==> config.mk <==
export PLATFORM = sky130hd
export DESIGN_NAME = exc_sequencer
export DESIGN_NICKNAME = d
export VERILOG_FILES = /design/src/rtl/cp0_pkg.sv /design/src/rtl/exc_prio.sv /design/src/rtl/exc_sequencer.sv
export SDC_FILE = /design/constraint.sdc
export NUM_CORES = 1
export LEC_CHECK = 0
export ABC_AREA = 1
export CAP_MARGIN = 20
export CORE_ASPECT_RATIO = 0.9
export CORE_MARGIN = 1
export CORE_UTILIZATION = 36
export DETAILED_ROUTE_END_ITERATION = 8
export GPL_TIMING_DRIVEN = 0
export PLACE_DENSITY = 0.83
export SYNTH_ARGS = -nofsm -noshare
export SYNTH_HDL_FRONTEND = slang
export SYNTH_SLANG_ARGS = --single-unit
==> constraint.sdc <==
create_clock -name clk -period 2.7 [get_ports clk]
set_input_delay 0.54 -clock clk [delete_from_list [all_inputs] [get_ports clk]]
set_output_delay 0.54 -clock clk [all_outputs]
set_load 0.05 [all_outputs]
==> src/rtl/cp0_pkg.sv <==
// rtl/cp0_pkg.sv - shared CP0 types, register indices and EPC helper
package cp0_pkg;

    typedef enum logic [1:0] {
        IDLE       = 2'd0,
        WAIT_VALID = 2'd1,
        HANDLER    = 2'd2
    } exc_state_t;

    localparam logic [4:0] CP0_SR    = 5'd12;
    localparam logic [4:0] CP0_CAUSE = 5'd13;
    localparam logic [4:0] CP0_EPC   = 5'd14;
    localparam logic [4:0] CP0_PRID  = 5'd15;
    localparam logic [4:0] EXC_INT   = 5'd0;

    // A delay-slot instruction restarts at its branch, one word earlier.
    function automatic logic [31:0] epc_of(input logic [31:0] pc, input logic bd);
        return {pc[31:2], 2'b00} - (bd ? 32'd4 : 32'd0);
    endfunction

endpackage

==> src/rtl/exc_prio.sv <==
// rtl/exc_prio.sv - one-hot select of exception / eret / interrupt for the M stage
module exc_prio (
    input  logic valid_m,
    input  logic has_exc,
    input  logic eret_m,
    input  logic eret_en,
    input  logic irq,
    output logic sel_exc,
    output logic sel_eret,
    output logic sel_int
);

    // An eret that also carries an exception code is handled as the exception.
    assign sel_exc  = valid_m & has_exc;
    assign sel_eret = valid_m & ~has_exc & eret_m & eret_en;
    assign sel_int  = valid_m & ~has_exc & ~sel_eret & irq;

endmodule

==> src/rtl/exc_sequencer.sv <==
// rtl/exc_sequencer.sv - M-stage exception/interrupt/ERET sequencer driving flush, redirect and CP0 writes
module exc_sequencer
    import cp0_pkg::*;
#(
    parameter logic [31:0] HANDLER_PC = 32'h0000_4180,
    parameter int          CNT_W      = 16
) (
    input  logic             clk,
    input  logic             reset,
    input  logic             valid_m,
    input  logic [31:0]      pc_m,
    input  logic             bd_m,
    input  logic [4:0]       exccode_m,
    input  logic             eret_m,
    input  logic             int_req,
    input  logic [31:0]      epc_in,
    output logic             flush,
    output logic             redirect,
    output logic [31:0]      redirect_pc,
    output logic             exl_set,
    output logic             exl_clr,
    output logic             epc_we,
    output logic [31:0]      epc_out,
    output logic             bd_out,
    output logic [4:0]       exccode_out,
    output logic             in_handler,
    output logic [CNT_W-1:0] exc_count
);

    exc_state_t state, state_nxt;
    logic       eret_en, irq;
    logic       sel_exc, sel_eret, sel_int, take;

    // A pending request in WAIT_VALID is latched, so the live int_req no longer matters there.
    always_comb begin
        eret_en = 1'b1;
        irq     = int_req;
        case (state)
            WAIT_VALID: begin
                eret_en = 1'b0;
                irq     = 1'b1;
            end
            HANDLER:    irq = 1'b0;
            default:    ;
        endcase
    end

    exc_prio u_prio (
        .valid_m  (valid_m & ~reset),
        .has_exc  (exccode_m != EXC_INT),
        .eret_m   (eret_m),
        .eret_en  (eret_en),
        .irq      (irq),
        .sel_exc  (sel_exc),
        .sel_eret (sel_eret),
        .sel_int  (sel_int)
    );

    assign take = sel_exc | sel_int;

    always_comb begin
        state_nxt   = state;
        flush       = take | sel_eret;
        redirect    = take | sel_eret;
        redirect_pc = 32'd0;
        exl_set     = take;
        exl_clr     = sel_eret;
        epc_we      = take & (state != HANDLER);
        epc_out     = 32'd0;
        bd_out      = 1'b0;
        exccode_out = EXC_INT;
        if (sel_eret)
            redirect_pc = epc_in;
        else if (take)
            redirect_pc = HANDLER_PC;
        if (sel_exc)
            exccode_out = exccode_m;
        if (epc_we) begin
            epc_out = epc_of(pc_m, bd_m);
            bd_out  = bd_m;
        end
        case (state)
            IDLE: begin
                if (take)
                    state_nxt = HANDLER;
                else if (int_req & ~valid_m & ~reset)
                    state_nxt = WAIT_VALID;
            end
            WAIT_VALID: if (take) state_nxt = HANDLER;
            HANDLER:    if (sel_eret) state_nxt = IDLE;
            default:    state_nxt = IDLE;
        endcase
    end

    always_ff @(posedge clk) begin
        if (reset) begin
            state     <= IDLE;
            exc_count <= '0;
        end else begin
            state <= state_nxt;
            if (take)
                exc_count <= exc_count + 1'b1;
        end
    end

    assign in_handler = (state == HANDLER);

endmodule

---- Yosys cells after proc, flatten, opt, wreduce, memory -nomap -nowiden ----
Cells that the tools add are included.
word-level totals
  bits in registers ....................... 18
  output and inout port bits .............. 92
  logic and storage cells ................. 42
  input bits .............................. 75
cells by class
  multiplexer cells ....................... 13
  eq/ne operators ......................... 6
  add/sub/neg operators ................... 2
  reduce and logical (&&, ||, !) cells .... 3
  bitwise operators ....................... 16
operators by type and width
  operator                                              number
  2-to-1 mux 32 bit                                     2
  subtractor 32 x 3 -> 32 bit                           1
  adder 16 x 1 -> 16 bit (second input constant)        1
  2-to-1 mux 15 bit                                     1
  AND 1 bit                                             10
  2-to-1 mux 2 bit                                      4
  one-hot mux 2 bit (3 select lines)                    1
  2-to-1 mux 5 bit                                      1
  nonzero test 5 bit                                    1
  != test 2 bit (second input constant)                 2
  inverter 1 bit                                        4
  2-to-1 mux 3 bit                                      1
  != test 3 bit (second input constant)                 1
  AND reduction 3 bit                                   1
  equality test 2 x 1 -> 1 bit (second input constant)  1
  equality test 2 bit (second input constant)           1
  logical NOT 2 bit                                     1
  2-to-1 mux 1 bit                                      2
  != test 2 x 1 -> 1 bit (second input constant)        1
  OR 1 bit                                              2
  one-hot mux 1 bit (2 select lines)                    1

---- Depth between registers and ports, before layout ----
  depth in word-level cells ............... 11
  mapped depth ............................ 12
  gate-level depth less buffers ........... 11

---- By module ----
A second synthesis with hierarchy kept.
second synthesis, totals
  cells, all modules ...................... 454
  area, all modules ....................... 2,298.5 um^2
modules (own cells, without submodules)
  module         cells an instance  area each (um^2)  times used  seq. area each (um^2)
  exc_sequencer  445                2,263.4           1           360.3
  exc_prio       9                  35.0              1           0.0

---- Worst setup path before layout ----
No wires, ideal clock.
  path kind ............................... flip-flop to output port
  from .................................... register state[0]
  to ...................................... output epc_out[6]
  path buffers ............................ 1
  data arrival time ....................... 2.557 ns
  required time ........................... 2.160 ns
  cell stages (with the launch flop) ...... 11
  path slack .............................. -0.397 ns
  path through ............................ dfxtp_1 inv_1 ha_1 o21ai_0 nand2_2 nand2_4 inv_4 nor2_8 inv_2 buf_6 nor3_1
on the way
  word-level cells in the longest chain between the ends .. 9
ends and longest elaborated chain
  item                          RTL line              source
  start, declared               exc_sequencer.sv:30   exc_state_t state, state_nxt;
  start signal, assigned        exc_sequencer.sv:100  state <= state_nxt;
  equality test 2 x 1 -> 1 bit  exc_sequencer.sv:38   case (state)
  2-to-1 mux 1 bit              exc_sequencer.sv:38
  AND 1 bit                     exc_prio.sv:15        assign sel_eret = valid_m & ~has_exc & eret_m & eret_en;
  inverter 1 bit                exc_prio.sv:16        assign sel_int = valid_m & ~has_exc & ~sel_eret & irq;
  AND 1 bit (2 in a row)        exc_prio.sv:16
  OR 1 bit                      exc_sequencer.sv:59   assign take = sel_exc | sel_int;
  AND 1 bit *                   exc_sequencer.sv:68   epc_we = take & (state != HANDLER);
  named net epc_we              exc_sequencer.sv:22   output logic epc_we,
  2-to-1 mux 32 bit *           exc_sequencer.sv:78   if (epc_we) begin
  end, declared                 exc_sequencer.sv:23   output logic [31:0] epc_out,
Mark *: on every way through the listed nets, which the timed path passes. The rest lies on a longest branch.

---- Worst setup path in the final report ----
  from .................................... input pc_m[20]
  to ...................................... output epc_out[30]
on the way
  word-level cells in the longest chain between the ends .. 2
ends and longest elaborated chain
  item                         RTL line             source
  start, declared              exc_sequencer.sv:11  input logic [31:0] pc_m,
  subtractor 32 x 3 -> 32 bit  cp0_pkg.sv:18        return {pc[31:2], 2'b00} - (bd ? 32'd4 : 32'd0);
  2-to-1 mux 32 bit            exc_sequencer.sv:78
No other way between the ends.

==> run metrics <==
outcome=finished, violations left; failing checks=negative setup slack; Req. time, crit path=2.16 ns; final worst slack=-0.02377 ns; First-pass DRT Iterations=7; I/O pin cnt=167; FF-to-FF Start=exc_count[0]; ANT nets after route=0; Sw Ratio=49.97%; Initial Util=37.84%; Final nets=720; Mapped Cells=438; row count=27; overall routing resource usage=26.85%; layout cells sized above 1=31.35%; Pint=0.9032 mW; Worst Hold Class=flop to flop; syn avg cell area=5.370 sq um; Worst Clk Skew=0.002965 ns; initial DRC count=205; CP startpoint=pc_m[20]; YS warnings=0; TritonCTS Buffers=3; worst-case reg-to-reg path depth=6; pwr dens=394.6 mW/mm^2; layout overhead on the synthesized area=94.52%; Final Hold Fails=0; WL final=10.43 mm; Post-CTS Hold Buffers=0; Psw=0.9021 mW; Synth cell types=31; mean routed wirelength per cell=14.39 microns; worst vdd ir=0.0002749 V; final setup violation count=2; # DRC=0; die area=0.006862 sq mm; area share of the largest cell type after synthesis=19.95%; top cells by area, synth=nor2_1 20%, dfxtp_1 15%, nand2_1 15%, inv_1 11%, xor2_1 8.9%; share of total power in the clock network=12.6%; Worst setup SP type=input port; WP data arrival=2.18 ns; CP max FO=3; clock-pin slew on the worst setup and hold paths=0.07 ns; vias in the first global route=3145; Critical Path End Type=output port; WS Path Type=input port to output port; register area share after synthesis=15.32%; PortBufs=162; register area=362.8 sq um; Fill cells=464; initial antenna violation count=0; clk_lat worst skew=0.26 ns; DP Worst Slack=-1.194 ns; Core Area=0.006216 sq mm; multi-input combinational cell area=0.001909 sq mm; GP Congestion=0.9661; final period utilization=100.9%; Combinational Power Share=70.6%; Rel. slew slack=65.23%; static leakage=2.181 nW; Tmin final=2.724 ns; max cap viols=0; crit path to=epc_out[30]; #FFs+latches synth=18; CTS tree=yes; first-pass GRT wire length=14.77 mm; H-tree Lvls=1; DP HPWL=7.187 mm; Via density=4.921; clk buf depth=2; Worst R2R Setup Slack=0.88 ns; final hold slack=0.5107 ns; Synth area leader=nor2_1; Die Y=78.69 microns; reg2reg end=exc_count[8]; maximum number of pins on one net before global-route repair=11; Slew Viols, Final=0; GRT overflow=0; die width=87.21 microns; Post-Syn Area=0.002352 sq mm; n_diodes=0; fmax=367.1 MHz; Finished Layout Cells=725; sequential share of power=16.8%; Slew @ Worst Pin=0.5199 ns; total number of vias=3568; dpl cells=688; root buffer cell=clkbuf_8; RSZ-0062 raised after global routing=true; clk sinks=18
==> placed cells by master, fill, tap and decap left out, drive strengths merged, types with 3 or more instances in the layout <==
cell and count:
a21oi 19, buf 105, clkbuf 16, clkdlybuf4s50 65, dfxtp 18, dlygate4sd2 14
dlymetal6s2s 12, ha 6, inv 70, nand2 95, nand3 21, nand4 10
nor2 130, nor3 10, nor3b 3, o21ai 7, xnor2 5, xor2 24
==> power groups by stage <==
stage,logic (mW),registers (mW),clock network [mW]
floorplan,0.694,0.314,0
global placement,1.08,0.303,0
detailed placement,1.09,0.304,0
CTS,1.17,0.299,0.230
global route,1.34,0.304,0.248
finish,1.27,0.303,0.228
==> flip-flops by register name, summed over array words and instances (netlist names) <==
signal     flops
state          2
exc_count     16
==> cells in the mapped netlist, drive strengths merged <==
cell,instances
dfxtp,18
or2,2
and3,1
ha,6
o21ai,7
nand4,10
xor2,24
clkbuf,3
nor3,10
a21oi,19
o211ai,1
xnor2,5
nand3,21
buf,11
inv,70
a31oi,1
nor2,130
nand2,95
conb,1
nor3b,3
==> kinds of logic (layout without fill, tap and decap cells) <==
logic type               count (synthesis)  count (layout)  share of synthesized area [%]
other                                    1               2                         0.1594
buffers and inverters                   84             283                          15.32
AND/OR/NAND/NOR                        272             272                          49.10
adder cells (fa/ha/maj)                  6               6                          3.191
flip-flops                              18              18                          15.32
XOR/XNOR                                29              29                          10.80
AO/OA/AOI/OAI                           28              28                          6.117
==> per-stage QoR <==
stage / TNS [ns] / total power, mW / area [sq um] / util, %
after floorplan: -1.751 / 1.008 / 2400 / -
after global placement: -56.32 / 1.380 / 4130 / 66.45
after detailed placement: -58.00 / 1.393 / 4130 / 66.45
after CTS: -0.08764 / 1.695 / 4290 / 69.02
after global routing: -0.6806 / 1.894 / 4576 / 73.61
final: -0.02928 / 1.805 / 4576 / 73.61
==> worst min-delay path by stage <==
| stage | startpoint | to | slack (ns) | cells after the start |
|---|---|---|---|---|
| 6_report | exc_count[11] | exc_count[11] | 0.51 | 2 |
| 5_1_grt | exc_count[11] | exc_count[11] | 0.54 | 2 |
| 4_1_cts | exc_count[15] | exc_count[15] | 0.51 | 2 |
| 3_5_place_dp | state[1] | state[1] | 0.48 | 2 |
| 3_3_place_gp | state[1] | state[1] | 0.47 | 2 |
| 2_1_floorplan | state[1] | state[1] | 0.46 | 2 |
==> cell type report <==
class	count	share of cell area, %
repair buffers	195	38.36
clock buffers	4	1.203
inverters	70	6.016
multi-input cells	337	41.73
plain buffers	14	2.379
well taps	87	2.379
flip-flops and latches	18	7.930
==> routing by layer <==
metal	track usage (%)	wire length [microns]	vias up
met5	0	0	-
met3	5.152	837	41
li1	-	-	1727
met4	6.393	313	0
met1	33.52	4044	1601
met2	47.17	5238	199
==> repair_timing <==
item                                   4_1_cts  5_1_grt
setup endpoints to repair                   73       69
pin swaps                                   21       13
buffers inserted                            21       11
endpoints found under the hold margin        0        0
gates resized for setup                    447       86
gates cloned                                 1        0
==> critical path, cell delays in order <==
cell             delay, ns
clkdlybuf4s50_1       0.46
nor2_1                0.18
nand2_1               0.11
nor2_1                0.26
nand4_1               0.17
xor2_1                0.26
nor2_4                0.04
buf_6                 0.15
(Power assumes the default switching activity.)
